==> src/rtl/store_write_buffer_pkg.sv <==
// Shared encodings for the store write buffer: access sizes and byte-lane enables.
// Used by the lane encoder and by the buffer top level.
package store_write_buffer_pkg;

    localparam logic [1:0] SZ_BYTE = 2'b00;
    localparam logic [1:0] SZ_HALF = 2'b01;
    localparam logic [1:0] SZ_WORD = 2'b10;
    localparam logic [1:0] SZ_RSVD = 2'b11;

    localparam logic [3:0] BE_B0  = 4'b0001;
    localparam logic [3:0] BE_B1  = 4'b0010;
    localparam logic [3:0] BE_B2  = 4'b0100;
    localparam logic [3:0] BE_B3  = 4'b1000;
    localparam logic [3:0] BE_HLO = 4'b0011;
    localparam logic [3:0] BE_HHI = 4'b1100;
    localparam logic [3:0] BE_W   = 4'b1111;

    // Single-byte lane enable for a byte offset within the word.
    function automatic logic [3:0] byte_lane(input logic [1:0] ofs);
        logic [3:0] be;
        be = BE_B0;
        case (ofs)
            2'd0: be = BE_B0;
            2'd1: be = BE_B1;
            2'd2: be = BE_B2;
            2'd3: be = BE_B3;
            default: be = BE_B0;
        endcase
        return be;
    endfunction

endpackage

==> src/rtl/store_write_buffer_lane.sv <==
// Store lane encoder: replicates store data across lanes and derives byte enables.
// Latency: purely combinational. Backpressure: none, no state.
// Legality: halfwords need addr[0]=0, words need addr[1:0]=00, size 11 never legal.
module store_lane_encoder
    import store_write_buffer_pkg::*;
(
    input  logic [1:0]  size,
    input  logic [1:0]  addr_lo,
    input  logic [31:0] data,
    output logic [3:0]  byte_en,
    output logic [31:0] lane_data,
    output logic        legal
);

    always_comb begin
        byte_en   = '0;
        lane_data = '0;
        legal     = 1'b0;
        case (size)
            SZ_BYTE: begin
                legal     = 1'b1;
                lane_data = {4{data[7:0]}};
                byte_en   = byte_lane(addr_lo);
            end
            SZ_HALF: begin
                legal     = ~addr_lo[0];
                lane_data = {2{data[15:0]}};
                byte_en   = addr_lo[1] ? BE_HHI : BE_HLO;
            end
            SZ_WORD: begin
                legal     = (addr_lo == 2'b00);
                lane_data = data;
                byte_en   = BE_W;
            end
            default: begin
                // Reserved size: left at defaults, rejected by legal=0.
                legal     = 1'b0;
            end
        endcase
    end

endmodule

==> src/rtl/store_write_buffer.sv <==
// Store write buffer: lane-encodes MEM-stage stores and queues them toward data memory.
// Latency: an accepted store is visible on mem_write the cycle after the accepting edge.
// Backpressure: store_ready drops when full (from count only); head holds until mem_ack.
module store_write_buffer
    import store_write_buffer_pkg::*;
#(
    parameter int DEPTH = 4,
    parameter int AW    = 32
) (
    input  logic          clk,
    input  logic          rst_n,
    input  logic          store_valid,
    input  logic [1:0]    store_size,
    input  logic [AW-1:0] store_addr,
    input  logic [31:0]   store_data,
    output logic          store_ready,
    output logic          align_err,
    output logic          mem_write,
    output logic [AW-1:0] mem_addr,
    output logic [31:0]   mem_write_data,
    output logic [3:0]    mem_byte_en,
    input  logic          mem_ack,
    output logic          empty
);

    localparam int         PW   = (DEPTH > 1) ? $clog2(DEPTH) : 1;
    localparam logic [PW:0] FULL = (PW + 1)'(DEPTH);

    typedef struct packed {
        logic [AW-1:0] addr;
        logic [31:0]   data;
        logic [3:0]    be;
    } entry_t;

    entry_t        entries [DEPTH];
    logic [PW-1:0] wr_ptr;
    logic [PW-1:0] rd_ptr;
    logic [PW:0]   count;

    logic [3:0]    enc_be;
    logic [31:0]   enc_data;
    logic          enc_legal;
    logic          accept;
    logic          enq;
    logic          deq;

    store_lane_encoder u_enc (
        .size      (store_size),
        .addr_lo   (store_addr[1:0]),
        .data      (store_data),
        .byte_en   (enc_be),
        .lane_data (enc_data),
        .legal     (enc_legal)
    );

    assign store_ready = (count != FULL);
    assign empty       = (count == '0);
    assign mem_write   = ~empty;

    assign accept = store_valid & store_ready;
    assign enq    = accept & enc_legal;
    assign deq    = mem_write & mem_ack;

    // Head is read straight from storage; storage is cleared on reset so idle outputs read 0.
    assign mem_addr       = entries[rd_ptr].addr;
    assign mem_write_data = entries[rd_ptr].data;
    assign mem_byte_en    = entries[rd_ptr].be;

    always_ff @(posedge clk or negedge rst_n) begin
        if (!rst_n) begin
            wr_ptr    <= '0;
            rd_ptr    <= '0;
            count     <= '0;
            align_err <= 1'b0;
            for (int i = 0; i < DEPTH; i++) begin
                entries[i] <= '0;
            end
        end else begin
            align_err <= accept & ~enc_legal;
            if (enq) begin
                entries[wr_ptr] <= '{addr: {store_addr[AW-1:2], 2'b00},
                                     data: enc_data,
                                     be:   enc_be};
                wr_ptr <= wr_ptr + 1'b1;
            end
            if (deq) begin
                rd_ptr <= rd_ptr + 1'b1;
            end
            case ({enq, deq})
                2'b10:   count <= count + 1'b1;
                2'b01:   count <= count - 1'b1;
                default: count <= count;
            endcase
        end
    end

endmodule

==> config.mk <==
export PLATFORM = sky130hd
export DESIGN_NAME = store_write_buffer
export DESIGN_NICKNAME = d
export VERILOG_FILES = /design/src/rtl/store_write_buffer_pkg.sv /design/src/rtl/store_write_buffer_lane.sv /design/src/rtl/store_write_buffer.sv
export SDC_FILE = /design/constraint.sdc
export NUM_CORES = 1
export LEC_CHECK = 0
export BUFFER_PORTS_ARGS = -buffer_cell sky130_fd_sc_hd__buf_2
export CORE_ASPECT_RATIO = 0.5
export CORE_MARGIN = 2
export CORE_UTILIZATION = 59
export DETAILED_ROUTE_END_ITERATION = 12
export PLACE_DENSITY = 0.8
export SETUP_SLACK_MARGIN = 0.3
export SLEW_MARGIN = 20
export SYNTH_ARGS = -nofsm -noshare
export SYNTH_HDL_FRONTEND = slang
export SYNTH_SLANG_ARGS = --single-unit
==> constraint.sdc <==
create_clock -name clk -period 3.25 [get_ports clk]
set_clock_uncertainty 0.2 [all_clocks]
set_input_delay 0.1625 -clock clk [delete_from_list [all_inputs] [get_ports clk]]
set_output_delay 0.1625 -clock clk [all_outputs]
set_load 0.02 [all_outputs]
# == Yosys cells after proc, flatten, opt, wreduce, memory -nomap -nowiden ==
# Index checks and enable logic that the tools add are counted.
# totals
regBits,280
output_inout_bits,72
# op_classes
n_addsub,4
n_lt_le_gt_ge,3
n_eq_ne,8
n_mux,12
n_bitwise,9
reduce_logical,5
# op_table
operator,count
$bwmux W272,1
$mux W68,3
$bmux W68 S2,1
$demux W68 S2,1
$pmux W32 S3,1
$pmux W4 S4,1
$pmux W4 S3,1
$eq A2 B2 Y1 const B,4
$eq A2 B1 Y1 const B,3
$ge A3 B3 Y1 const B,2
$not A2 Y3,2
$pmux W3 S2,1
$add A2 B1 Y2 const B,2
$and A1 B1 Y1,4
$logic_not A2 Y1,2
$mux W4,1
$add A3 B1 Y3 const B,1
$logic_not A3 Y1,1
$lt A3 B1 Y1 const B,1
$ne A3 B3 Y1 const B,1
$not A1 Y1,3
$pmux W1 S3,1
$sub A3 B1 Y3 const B,1
$reduce_bool A2 Y1,1
$logic_and A1 B1 Y1,1

# == Logic depth before layout (Yosys ltp) ==
# Gate-level depths: netlist (run 1).
# logic_depth
ltp_word,6
ltp_mapped,9
depth_no_buf,8

# == Modules after synthesis ==
# Synthesis (run 1) repeated with hierarchy kept, for this count alone.
# hier_totals
cells_unflattened,770
area_unflattened_um2,12385.6
# modules_own_cells
module,instances,cells_each,area_each_um2,seq_area_each_um2
store_write_buffer,1,682,11857.6,6806.5
store_lane_encoder,1,88,528.0,0.0

# == Least setup slack after synthesis (run 1) ==
# OpenSTA, ideal clock, no wires.
# synth_timing
kind,reg2reg
startpoint,reg count[0]
endpoint,reg count[2]
t_arrival_ns,2.081
required_ns,2.971
slack_ns,0.890
stages_incl_launch_ff,10
n_path_buf,1
synth_period_minus_slack_ns,2.360
cell_sequence,dfrtp_1 or3b_1 buf_6 o211ai_1 ha_1 inv_1 fa_1 xor2_1 nor2_1 xor2_1
# synth_between
elab_chain_len,5
elab_cells_between_ends,12
cone_classes,2 x add/sub; 3 x eq/ne; 1 x mux; 4 x bitwise; 2 x reduce/logical
# synth_rtl
item,line_no,source
from (decl),store_write_buffer.sv:38,logic [PW:0] count;
from (signal assigned),store_write_buffer.sv:90,2'b10: count <= count + 1'b1;
from (signal assigned),store_write_buffer.sv:91,2'b01: count <= count - 1'b1;
from (signal assigned),store_write_buffer.sv:92,default: count <= count;
$ne A3 B3 Y1 *,store_write_buffer.sv:56,assign store_ready = (count != FULL);
named net store_ready,store_write_buffer.sv:16,"output logic store_ready,"
$and A1 B1 Y1 *,store_write_buffer.sv:60,assign accept = store_valid & store_ready;
$and A1 B1 Y1 *,store_write_buffer.sv:61,assign enq = accept & enc_legal;
$eq A2 B1 Y1 / $eq A2 B2 Y1 (equally long branches),store_write_buffer.sv:89,"case ({enq, deq})"
$pmux W3 S2 / $reduce_bool A2 Y1 (equally long branches),n/a,
# Mark *: on every way through the listed nets, which the timed path passes. The rest lies on a longest branch.
# A chain may end at the register's enable or synchronous reset.

# == Final worst setup path (run 1) ==
# layout_timing
startpoint,reg count[0]
endpoint,reg count[2]
# layout_between
elab_chain_len,5
elab_cells_between_ends,12
cone_classes,2 x add/sub; 3 x eq/ne; 1 x mux; 4 x bitwise; 2 x reduce/logical
# layout_rtl
item,line_no
$ne A3 B3 Y1 / $logic_not A3 Y1 (equally long branches),"store_write_buffer.sv:56, store_write_buffer.sv:57"
$and A1 B1 Y1 / $not A1 Y1 (equally long branches),"store_write_buffer.sv:60, store_write_buffer.sv:58"
"$and A1 B1 Y1, on equally long branches","store_write_buffer.sv:61, store_write_buffer.sv:62"
$eq A2 B1 Y1 / $eq A2 B2 Y1 (equally long branches),store_write_buffer.sv:89
$pmux W3 S2 / $reduce_bool A2 Y1 (equally long branches),n/a
# Parallel ways exist; a longest one is shown, timed or not.

==> results.py, run 1 <==
metrics = {
    "global_route": {
        "grt_remaining_overflow": 0,
        "antenna_found_initial": 0,
        "grt.total_usage_pct": 27.5,
        "first_global_vias": 8854,
        "grt_max_degree": 97,
        "grt_first_pass_wirelength_um": 47900,
    },
    "clock_network": {
        "htreeDepth": 1,
        "cts_tree": "yes",
        "cts_buffer_depth": 3,
        "root_buffer": "clkbuf_16",
        "cts.sinks": 272,
        "clk_latency_ps": 530,
        "cts-buffers-inserted": 24,
        "clk_pin_slew_ps": 70,
    },
    "drt": {
        "first_pass_iters": 5,
        "viasPerCell": 5.86,
        "detail-route-antenna-nets": 0,
        "drt-initial-drc-count": 673,
        "wl_um": 29300,
        "route.detailed.drc": 0,
        "num_vias": 8306,
        "avgRoutedWirePerCell_um": 20.6,
    },
    "final_layout": {
        "num-fill-cells": 1318,
        "area_growth_pct": 19.8,
        "multiInputGateArea_sq_mm": 0.00513,
        "final-seq-area_sq_mm": 0.00681,
        "antennaDiodeCount": 0,
        "nNetsFinal": 1204,
        "drive_above_1_share_pct": 34.7,
    },
    "critical_path": {
        "worst-path-buf-inv": 1,
        "worstPathRequired_ps": 3500,
        "worst_path_max_delay_cell": "or3b_1",
        "cpPeakStageDelay_ps": 570,
        "r2r_start": "count[0]",
        "path_cells": "or3b_1 > o211ai_1 > ha_1 > inv_1 > fa_1 > xor2_1 > nor2_1 > xor2_1",
        "worstSetupPathType": "reg2reg",
        "timing.reg2reg.setup_slack_ps": 600,
        "cp_common_cell": "xor2_1",
        "cp-start-kind": "flop",
        "cp_data_arrival_time_ps": 2900,
        "ff2ff_path_depth": 8,
        "cp_top_family": "simple AND/OR/NAND/NOR gates",
        "r2r_end": "count[2]",
        "cp-startpoint": "count[0]",
        "critPathMaxFanout": 7,
        "endpoint_kind": "flop",
    },
    "floorplan": {
        "die_width_um": 209,
        "io_pins": 142,
        "initial_core_util_pct": 60.3,
        "die-area_sq_mm": 0.0223,
        "coreArea_sq_mm": 0.0206,
        "fp-row-count": 37,
        "fp.dieH_um": 107,
    },
    "logic_synthesis": {
        "yosysSeqAreaShare_pct": 54.8,
        "synth.cell_area_sq_mm": 0.0124,
        "yosysUniqueCellTypes": 33,
        "synth-warning-count": 0,
        "avgSynthCellArea_sq_um": 13.2,
        "netlist_instances": 939,
        "ys_ff_latch": 272,
    },
    "timing": {
        "period_share_pct": 81.5,
        "setup-tns-final_ps": 0,
        "worstMarginPinSlew_ps": 807,
        "final_max_slew_viol_count": 0,
        "hold_viol": 0,
        "fin_crit_ps": 2650,
        "rsz0062_at_grt": "no",
        "worst_slack_ps": 602,
        "relSlewSlack_pct": 45.9,
        "clock.fmax_mhz": 378,
        "setup_viol": 0,
    },
    "pwr": {
        "power_density_mw_per_mm2": 1050,
        "clkPwrFrac_pct": 20.6,
        "peakVddDrop_v": 0.000627,
        "combPwrFrac_pct": 41.4,
        "internal_power_mw": 10.1,
        "p_sw_share_pct": 35.0,
        "p_switching_mw": 5.45,
        "p_seq_share_pct": 38.0,
        "p_total_mw": 15.6,
        "leakagePower_nw": 7.05,
    },
    "place": {
        "hpwl_um": 17800,
        "dp_slack_ps": 593,
        "io_buffers": 139,
        "place_congestion": 0.797,
    },
    "job": {
        "drv_cap": 0,
    },
    "min_path": {
        "hold_class": "in2async",
    },
    "status": {
        "status": "finished clean",
    },
}
cells in the mapped netlist (all sizes together):
cell type  instances  area, sq um
o21ai            148          741
a21boi             9         67.6
nand2b             8         50.1
xnor2              3         26.3
mux2             121         1630
nor2b              2         12.5
buf               58          454
dfrtp            272         6810
xor2               3         26.3
nand2            171          642
mux2i              1         10.0
a21oi             34          174
fa                 1         20.0
nor2               4         15.0
clkbuf            11         43.8
or3                1         6.26
or3b               1         8.76
nor3               2         21.3
and2               5         31.3
mux4              66         1490
o211ai             5         57.6
conb               1         3.75
ha                 5         62.6
inv                7         26.3
cells in the final DEF, fill, tap and decap left out:
cell	netlist	routed
nor2_1	4	4
fa_1	1	1
clkbuf_1	9	2
o211ai_4	0	4
or3b_1	1	1
a21oi_2	1	1
or3_1	1	1
buf_4	15	13
xor2_1	3	3
ha_1	5	5
dlygate4sd3_1	0	70
mux2_4	72	72
o21ai_0	148	148
a21boi_0	9	9
dfrtp_4	0	1
buf_8	0	1
nor2b_1	2	2
mux4_2	66	66
inv_1	7	7
buf_12	6	9
mux2i_1	1	1
a21oi_1	33	33
nor3_1	1	1
xnor2_1	3	3
mux2_2	49	49
clkbuf_8	0	5
buf_2	24	138
dfrtp_1	272	270
bufinv_16	0	5
conb_1	1	2
nor3_4	1	1
dfrtp_2	0	1
o211ai_1	1	1
nand2_1	171	171
nand2b_1	8	8
clkbuf_16	0	25
inv_6	0	1
and2_1	5	5
clkinv_2	0	5
registers in the layout (all words and copies together) (netlist names):
name	cells
entries	264
wr_ptr	2
count	3
rd_ptr	2
align_err	1
metal layers:
metal / up-vias / wire length [um] / global-route usage [%]
met5: - / 0 / 0
met2: 315 / 14400 / 45.8
met4: 0 / 782 / 8.62
met3: 68 / 1790 / 4.60
met1: 4226 / 12300 / 37.8
li1: 3697 / - / -
worst max-delay path by stage:
| stage | end | cells after the start |
|---|---|---|
| global placement | count[2] | 8 |
| finish | count[2] | 8 |
| detailed placement | count[2] | 8 |
| global route | count[2] | 8 |
| floorplan | count[2] | 9 |
| CTS | mem_write_data[14] | 3 |
kinds of logic (layout without fill, tap and decap cells):
logic type / count (synthesis) / count (layout) / share of synthesized area [%]
AOI/OAI and AO/OA: 196 / 196 / 8.37
xor gates and xnor gates: 6 / 6 / 0.423
adders and majority gates: 6 / 6 / 0.665
buffers and inverters: 76 / 281 / 4.22
DFF: 272 / 272 / 54.8
muxes: 188 / 188 / 25.2
other: 1 / 2 / 0.0302
and+or+nand+nor: 194 / 194 / 6.33
timing repair:
| item | 4_1_cts | 5_1_grt |
|---|---|---|
| buffers inserted | 0 | 1 |
| setup endpoints to repair | 0 | 8 |
| endpoints found under the hold margin | 345 | 0 |
| hold buffers | 70 | 0 |
| gates resized for setup | 0 | 0 |
metrics by stage:
step / area (sq um) / util (%) / std cells / hold slack [ps]
floorplan: 12400 / - / 940 / -333
global placement: 13300 / 64.4 / 1304 / 20.3
detailed placement: 13300 / 64.4 / 1304 / 29.2
CTS: 14900 / 72.1 / 1417 / 1.79
global route: 14900 / 72.2 / 1418 / 91.9
finish: 14900 / 72.2 / 1418 / 44.9
layout make-up:
class                           count  share of cell area, %
Inverter                            7                  0.177
Multi-Input combinational cell    592                   34.5
Clock buffer                       32                   4.72
Tap cell                          273                   2.30
Clock inverter                     11                   1.24
Timing Repair Buffer              231                   11.3
Sequential cell                   272                   45.8
power groups by stage:
stage          registers [mW]  logic, mW  clock network (mW)
3_5_place_dp             5.98       6.27                   0
6_report                 5.92       6.44                3.21
3_3_place_gp             5.85       6.08                   0
2_1_floorplan            5.56       4.83                   0
5_1_grt                  6.12       6.92                3.40
4_1_cts                  5.95       6.40                3.24
(Power assumes the default switching activity.)
==> run 2, diff against run 1 <==
==> constraint.sdc (replaced) <==
create_clock -name clk -period 2.73 [get_ports clk]
set_clock_uncertainty 0.2 [all_clocks]
set_input_delay 0.1365 -clock clk [delete_from_list [all_inputs] [get_ports clk]]
set_output_delay 0.1365 -clock clk [all_outputs]
set_load 0.02 [all_outputs]
==> results.py, run 2 (synthesis results as in run 1) <==
metrics = {
    "floorplan": {
        "fp-row-count": 37,
        "initial_core_util_pct": 60.3,
        "io_pins": 142,
        "die-area_sq_mm": 0.0223,
        "die_width_um": 209,
        "fp.dieH_um": 107,
        "coreArea_sq_mm": 0.0206,
    },
    "final_layout": {
        "final_cell_mix": "dfrtp_1, nand2_1, o21ai_0",
        "drive_above_1_share_pct": 35.2,
        "antennaDiodeCount": 0,
        "largest_register_ffs": 264,
        "layout_commonest_cell": "dfrtp_1",
        "area_growth_pct": 20.2,
        "reg_top3": "entries x264, count x3",
        "multiInputGateArea_sq_mm": 0.00514,
        "final_cells": 1428,
        "num-fill-cells": 1325,
        "nNetsFinal": 1217,
        "regMostFlops": "entries",
        "final-seq-area_sq_mm": 0.00681,
    },
    "pwr": {
        "p_sw_share_pct": 35.2,
        "combPwrFrac_pct": 43.5,
        "clkPwrFrac_pct": 18.2,
        "leakagePower_nw": 7.09,
        "peakVddDrop_v": 0.000589,
        "p_switching_mw": 6.41,
        "p_seq_share_pct": 38.2,
        "power_density_mw_per_mm2": 1220,
        "p_total_mw": 18.2,
        "internal_power_mw": 11.8,
    },
    "min_path": {
        "hold_class": "in2reg",
        "hold_depth": 4,
        "hold_start": "store_size[0]",
        "min_to": "align_err",
    },
    "drt": {
        "first_pass_iters": 5,
        "route.detailed.drc": 0,
        "avgRoutedWirePerCell_um": 20.0,
        "wl_um": 28600,
        "viasPerCell": 5.79,
        "drt-initial-drc-count": 642,
        "num_vias": 8274,
        "detail-route-antenna-nets": 0,
    },
    "timing": {
        "rsz0062_at_grt": "yes",
        "relSlewSlack_pct": 58.0,
        "hold_ws_ps": 15.5,
        "worst_slack_ps": 368,
        "fin_crit_ps": 2360,
        "setup_viol": 0,
        "hold_viol": 0,
        "clock.fmax_mhz": 423,
        "period_share_pct": 86.5,
        "setup-tns-final_ps": 0,
        "worstMarginPinSlew_ps": 631,
        "final_max_slew_viol_count": 0,
    },
    "global_route": {
        "grt_max_degree": 121,
        "grt_first_pass_wirelength_um": 46200,
        "first_global_vias": 8733,
        "grt.total_usage_pct": 26.4,
        "grt_remaining_overflow": 0,
        "antenna_found_initial": 0,
    },
    "critical_path": {
        "timing.reg2reg.setup_slack_ps": 370,
        "r2r_start": "count[1]",
        "cp_data_arrival_time_ps": 2030,
        "ff2ff_path_depth": 8,
        "critPathMaxFanout": 11,
        "cp-start-kind": "flop",
        "worstPathRequired_ps": 2390,
        "worstSetupPathType": "reg2out",
        "endpoint_kind": "output port",
        "r2r_end": "count[2]",
    },
    "job": {
        "drv_cap": 0,
    },
    "clock_network": {
        "htreeDepth": 1,
        "clk_pin_slew_ps": 60,
        "cts_tree": "yes",
        "root_buffer": "clkbuf_16",
        "cts.sinks": 272,
        "cts-buffers-inserted": 24,
        "clk_latency_ps": 530,
        "cts_buffer_depth": 3,
    },
    "place": {
        "dp_slack_ps": 381,
        "dp_cells": 1307,
        "hpwl_um": 17400,
        "io_buffers": 139,
        "place_congestion": 0.795,
    },
    "status": {
        "status": "finished clean",
    },
}
## run 2: cell count changes in the layout (fill, tap and decap cells not counted), moves of 2 or more
cell and change:
buf_4 +7, bufinv_16 -4, buf_12 +3, clkbuf_1 +3, clkbuf_16 +2, dlygate4sd3_1 -2
## run 2: area by class of cell
cell class                 count  share of cell area (%)
clock buffer                  34                    4.68
clock inverter                 6                   0.368
inverter                       7                   0.176
multi-input combinational    592                    34.4
sequential                   272                    45.6
tap                          273                    2.29
timing repair buffer         244                    12.5
## run 2: worst max path at each step
stage / slack, ps / startpoint / cells after the start / end
2_1_floorplan: 370 / count[0] / 9 / count[2]
3_3_place_gp: 440 / count[0] / 8 / count[2]
3_5_place_dp: 380 / count[0] / 8 / count[2]
4_1_cts: 300 / rd_ptr[0] / 3 / mem_addr[4]
5_1_grt: 230 / count[1] / 8 / count[2]
6_report: 370 / rd_ptr[0] / 4 / mem_write_data[12]
## run 2: critical path: stages, from the launching register on
cell     delay (ps)
dfrtp_4         440
buf_12          150
buf_12          170
mux4_2          560
buf_2           190
## run 2: stage by stage
stage	util (%)	area (sq um)
6_report	72.5	14900
5_1_grt	72.5	14900
4_1_cts	72.0	14800
3_5_place_dp	64.8	13300
3_3_place_gp	64.8	13300
2_1_floorplan	-	12400
## run 2: repair_timing
| action | in CTS | in global routing |
|---|---|---|
| cloned | 0 | 2 |
| hold buffers | 69 | 0 |
| gates resized for setup | 1 | 2 |
| endpoints found under the setup margin | 55 | 39 |
| buffers inserted | 4 | 6 |
| pin swaps | 0 | 2 |
| endpoints found under the hold margin | 530 | 0 |
## run 2: power by group through the flow
stage               logic [mW]  clock network, mW  registers [mW]
finish                    7.94               3.32            6.97
global route              8.52               3.56            7.18
CTS                       7.76               3.39            6.97
detailed placement        7.55                  0            7.06
global placement          7.33                  0            6.89
floorplan                 5.75                  0            6.62
## run 2: routing by layer
layer / wire length [um] / up-vias / share of wire, % / GRT usage, %
li1: - / 3712 / - / -
met1: 12000 / 4228 / 42 / 34.9
met2: 14200 / 267 / 50 / 44.6
met3: 1630 / 67 / 5.7 / 5.30
met4: 789 / 0 / 2.8 / 8.52
met5: 0 / - / 0 / 0
==> run 3, diff against run 2 <==
--- a/config.mk
+++ b/config.mk
@@ -5,6 +5,7 @@
 export SDC_FILE = /design/constraint.sdc
 export NUM_CORES = 1
 export LEC_CHECK = 0
+export ABC_AREA = 1
 export BUFFER_PORTS_ARGS = -buffer_cell sky130_fd_sc_hd__buf_2
 export CORE_ASPECT_RATIO = 0.5
 export CORE_MARGIN = 2
==> results.py, run 3 <==
metrics = {
    "timing": {
        "worstMarginPinSlew_ps": 995,
        "relSlewSlack_pct": 33.6,
        "period_share_pct": 88.8,
        "clock.fmax_mhz": 413,
        "rsz0062_at_grt": "yes",
        "fin_crit_ps": 2420,
        "setup-tns-final_ps": 0,
        "hold_viol": 1,
        "setup_viol": 0,
        "hold_ws_ps": -0.706,
        "final_max_slew_viol_count": 0,
    },
    "critical_path": {
        "ff2ff_path_depth": 6,
        "path_cells": "inv_2 > buf_4 > o21ai_0 > o22ai_1 > buf_2",
        "r2r_start": "count[1]",
        "critPathMaxFanout": 20,
        "critPathCapture": "mem_write_data[4]",
        "timing.reg2reg.setup_slack_ps": 470,
        "cp_data_arrival_time_ps": 2090,
        "worst_path_max_delay_cell": "dfrtp_4",
        "cpPeakStageDelay_ps": 570,
        "worstSetupPathType": "reg2out",
        "worstPathRequired_ps": 2390,
        "endpoint_kind": "output port",
        "cp-start-kind": "flop",
        "cp-startpoint": "rd_ptr[1]",
        "r2r_end": "entries[114]",
    },
    "logic_synthesis": {
        "synth.cell_area_sq_mm": 0.0132,
        "async_flop_share_pct": 100,
        "ys_ff_latch": 272,
        "yosysSeqAreaShare_pct": 51.5,
        "synth_edf_count": 0,
        "synth.most_common_cell": "nand2_1",
        "netlist_instances": 1682,
        "synth_top_area_share_pct": 51.5,
        "yosys-top-cells-area": "dfrtp_1, nand2_1, nand3_1, o21ai_0, nor2_1",
        "synth_top_area_cell": "dfrtp_1",
        "synth_flop_cell": "dfrtp_1",
        "synth-warning-count": 0,
        "synth_common_cells": "nand2_1, nand3_1, dfrtp_1, nor2_1, o21ai_0",
        "yosysUniqueCellTypes": 23,
        "avgSynthCellArea_sq_um": 7.86,
    },
    "drt": {
        "drt-initial-drc-count": 1613,
        "wl_um": 38900,
        "num_vias": 12575,
        "viasPerCell": 5.94,
        "first_pass_iters": 6,
        "avgRoutedWirePerCell_um": 18.4,
        "detail-route-antenna-nets": 0,
        "route.detailed.drc": 0,
    },
    "global_route": {
        "antenna_found_initial": 0,
        "grt_remaining_overflow": 0,
        "grt_max_degree": 268,
        "grt.total_usage_pct": 33.0,
        "first_global_vias": 12062,
        "grt_first_pass_wirelength_um": 62200,
    },
    "pwr": {
        "p_seq_share_pct": 35.6,
        "p_sw_share_pct": 44.9,
        "p_total_mw": 19.3,
        "leakagePower_nw": 7.99,
        "clkPwrFrac_pct": 17.2,
        "power_density_mw_per_mm2": 1260,
        "internal_power_mw": 10.6,
        "p_switching_mw": 8.66,
        "combPwrFrac_pct": 47.3,
        "peakVddDrop_v": 0.000648,
    },
    "place": {
        "place_congestion": 0.870,
        "io_buffers": 139,
        "hpwl_um": 22100,
    },
    "floorplan": {
        "fp.dieH_um": 110,
        "io_pins": 142,
        "fp-row-count": 38,
        "initial_core_util_pct": 60.6,
        "coreArea_sq_mm": 0.0218,
        "die-area_sq_mm": 0.0237,
        "die_width_um": 216,
    },
    "clock_network": {
        "cts.sinks": 272,
        "clk_pin_slew_ps": 60,
        "cts-buffers-inserted": 24,
        "root_buffer": "clkbuf_16",
        "cts_buffer_depth": 3,
        "clk_latency_ps": 530,
        "cts_tree": "yes",
        "htreeDepth": 1,
    },
    "final_layout": {
        "layout_commonest_cell": "nand2_1",
        "antennaDiodeCount": 0,
        "final_cell_mix": "nand2_1, nand3_1, dfrtp_1",
        "largest_register_ffs": 264,
        "drive_above_1_share_pct": 12.7,
        "nNetsFinal": 1878,
        "num-fill-cells": 1673,
        "regMostFlops": "entries",
        "area_growth_pct": 16.3,
        "reg_top3": "entries x264, count x3",
    },
    "min_path": {
        "hold_class": "in2reg",
    },
    "job": {
        "drv_cap": 0,
    },
    "status": {
        "status": "complete, but fails checks",
        "violations": "hold timing",
    },
}
run 3: how the worst min path moves through the flow:
stage / startpoint / end / slack (ps) / cells after the start
global route: store_data[26] / entries[98] / 30 / 5
CTS: store_data[29] / entries[237] / 0.4 / 5
floorplan: rst_n / align_err / -360 / 0
global placement: rst_n / entries[141] / 30 / 1
finish: store_data[29] / entries[237] / -0.7 / 5
detailed placement: rst_n / entries[141] / 30 / 1
run 3: logic make-up (layout without fill, tap and decap cells):
family | count (synthesis) | in the layout | share of synthesized area (%)
other | 1 | 2 | 0.0284
DFF | 272 | 272 | 51.5
AOI/OAI and AO/OA | 217 | 217 | 8.84
xor gates and xnor gates | 3 | 3 | 0.199
and+or+nand+nor | 1019 | 1019 | 32.4
adders and majority gates | 6 | 6 | 0.625
buffers and inverters | 164 | 298 | 6.44
run 3: area by class of cell:
class	instances	area [sq um]	share of cell area (%)
flip-flops and latches	272	6810	44.3
multi-input cells	1247	5610	36.5
repair buffers	232	1720	11.2
clock buffers	41	746	4.85
well taps	300	375	2.44
inverters	25	106	0.692
run 3: timing repair:
item / 4_1_cts / 5_1_grt
cloned: 0 / 2
hold buffers: 56 / 0
setup buffers: 3 / 0
pin swaps: 0 / 2
setup endpoints to repair: 66 / 26
hold endpoints to repair: 346 / 0
resized for setup: 10 / 11
run 3: stage by stage:
step           util [%]  cell area (sq um)  setup WS (ps)  hold slack [ps]  std cells
2_1_floorplan         -              13200            334             -359       1683
5_1_grt            70.4              15400            259             29.4       2117
6_report           70.4              15400            307           -0.706       2117
4_1_cts            69.9              15300            301            0.371       2115
3_3_place_gp       63.7              13900            511             26.8       2015
3_5_place_dp       63.7              13900            486             33.5       2015
run 3: worst max-delay path: cells and delay by family, from the launching register on:
kind | cells | cell delay [ps]
AO/OA/AOI/OAI | 2 | 310
buffers and inverters | 3 | 650
flip-flops | 1 | 570
run 3: metal layers:
layer  track usage [%]  up-vias  share of wire [%]
met5                 0        -                  0
met4              10.4        0                2.3
met3              6.67       64                 12
met2              52.5      717                 46
met1              46.2     6015                 41
li1                  -     5779                  -
run 3: power groups by stage:
stage	combinational, mW	clock (mW)	sequential, mW
after global placement	8.33	0	6.85
after CTS	8.83	3.33	6.84
after floorplan	5.96	0	6.57
after detailed placement	8.55	0	6.94
after global routing	9.96	3.50	7.07
final	9.13	3.31	6.87
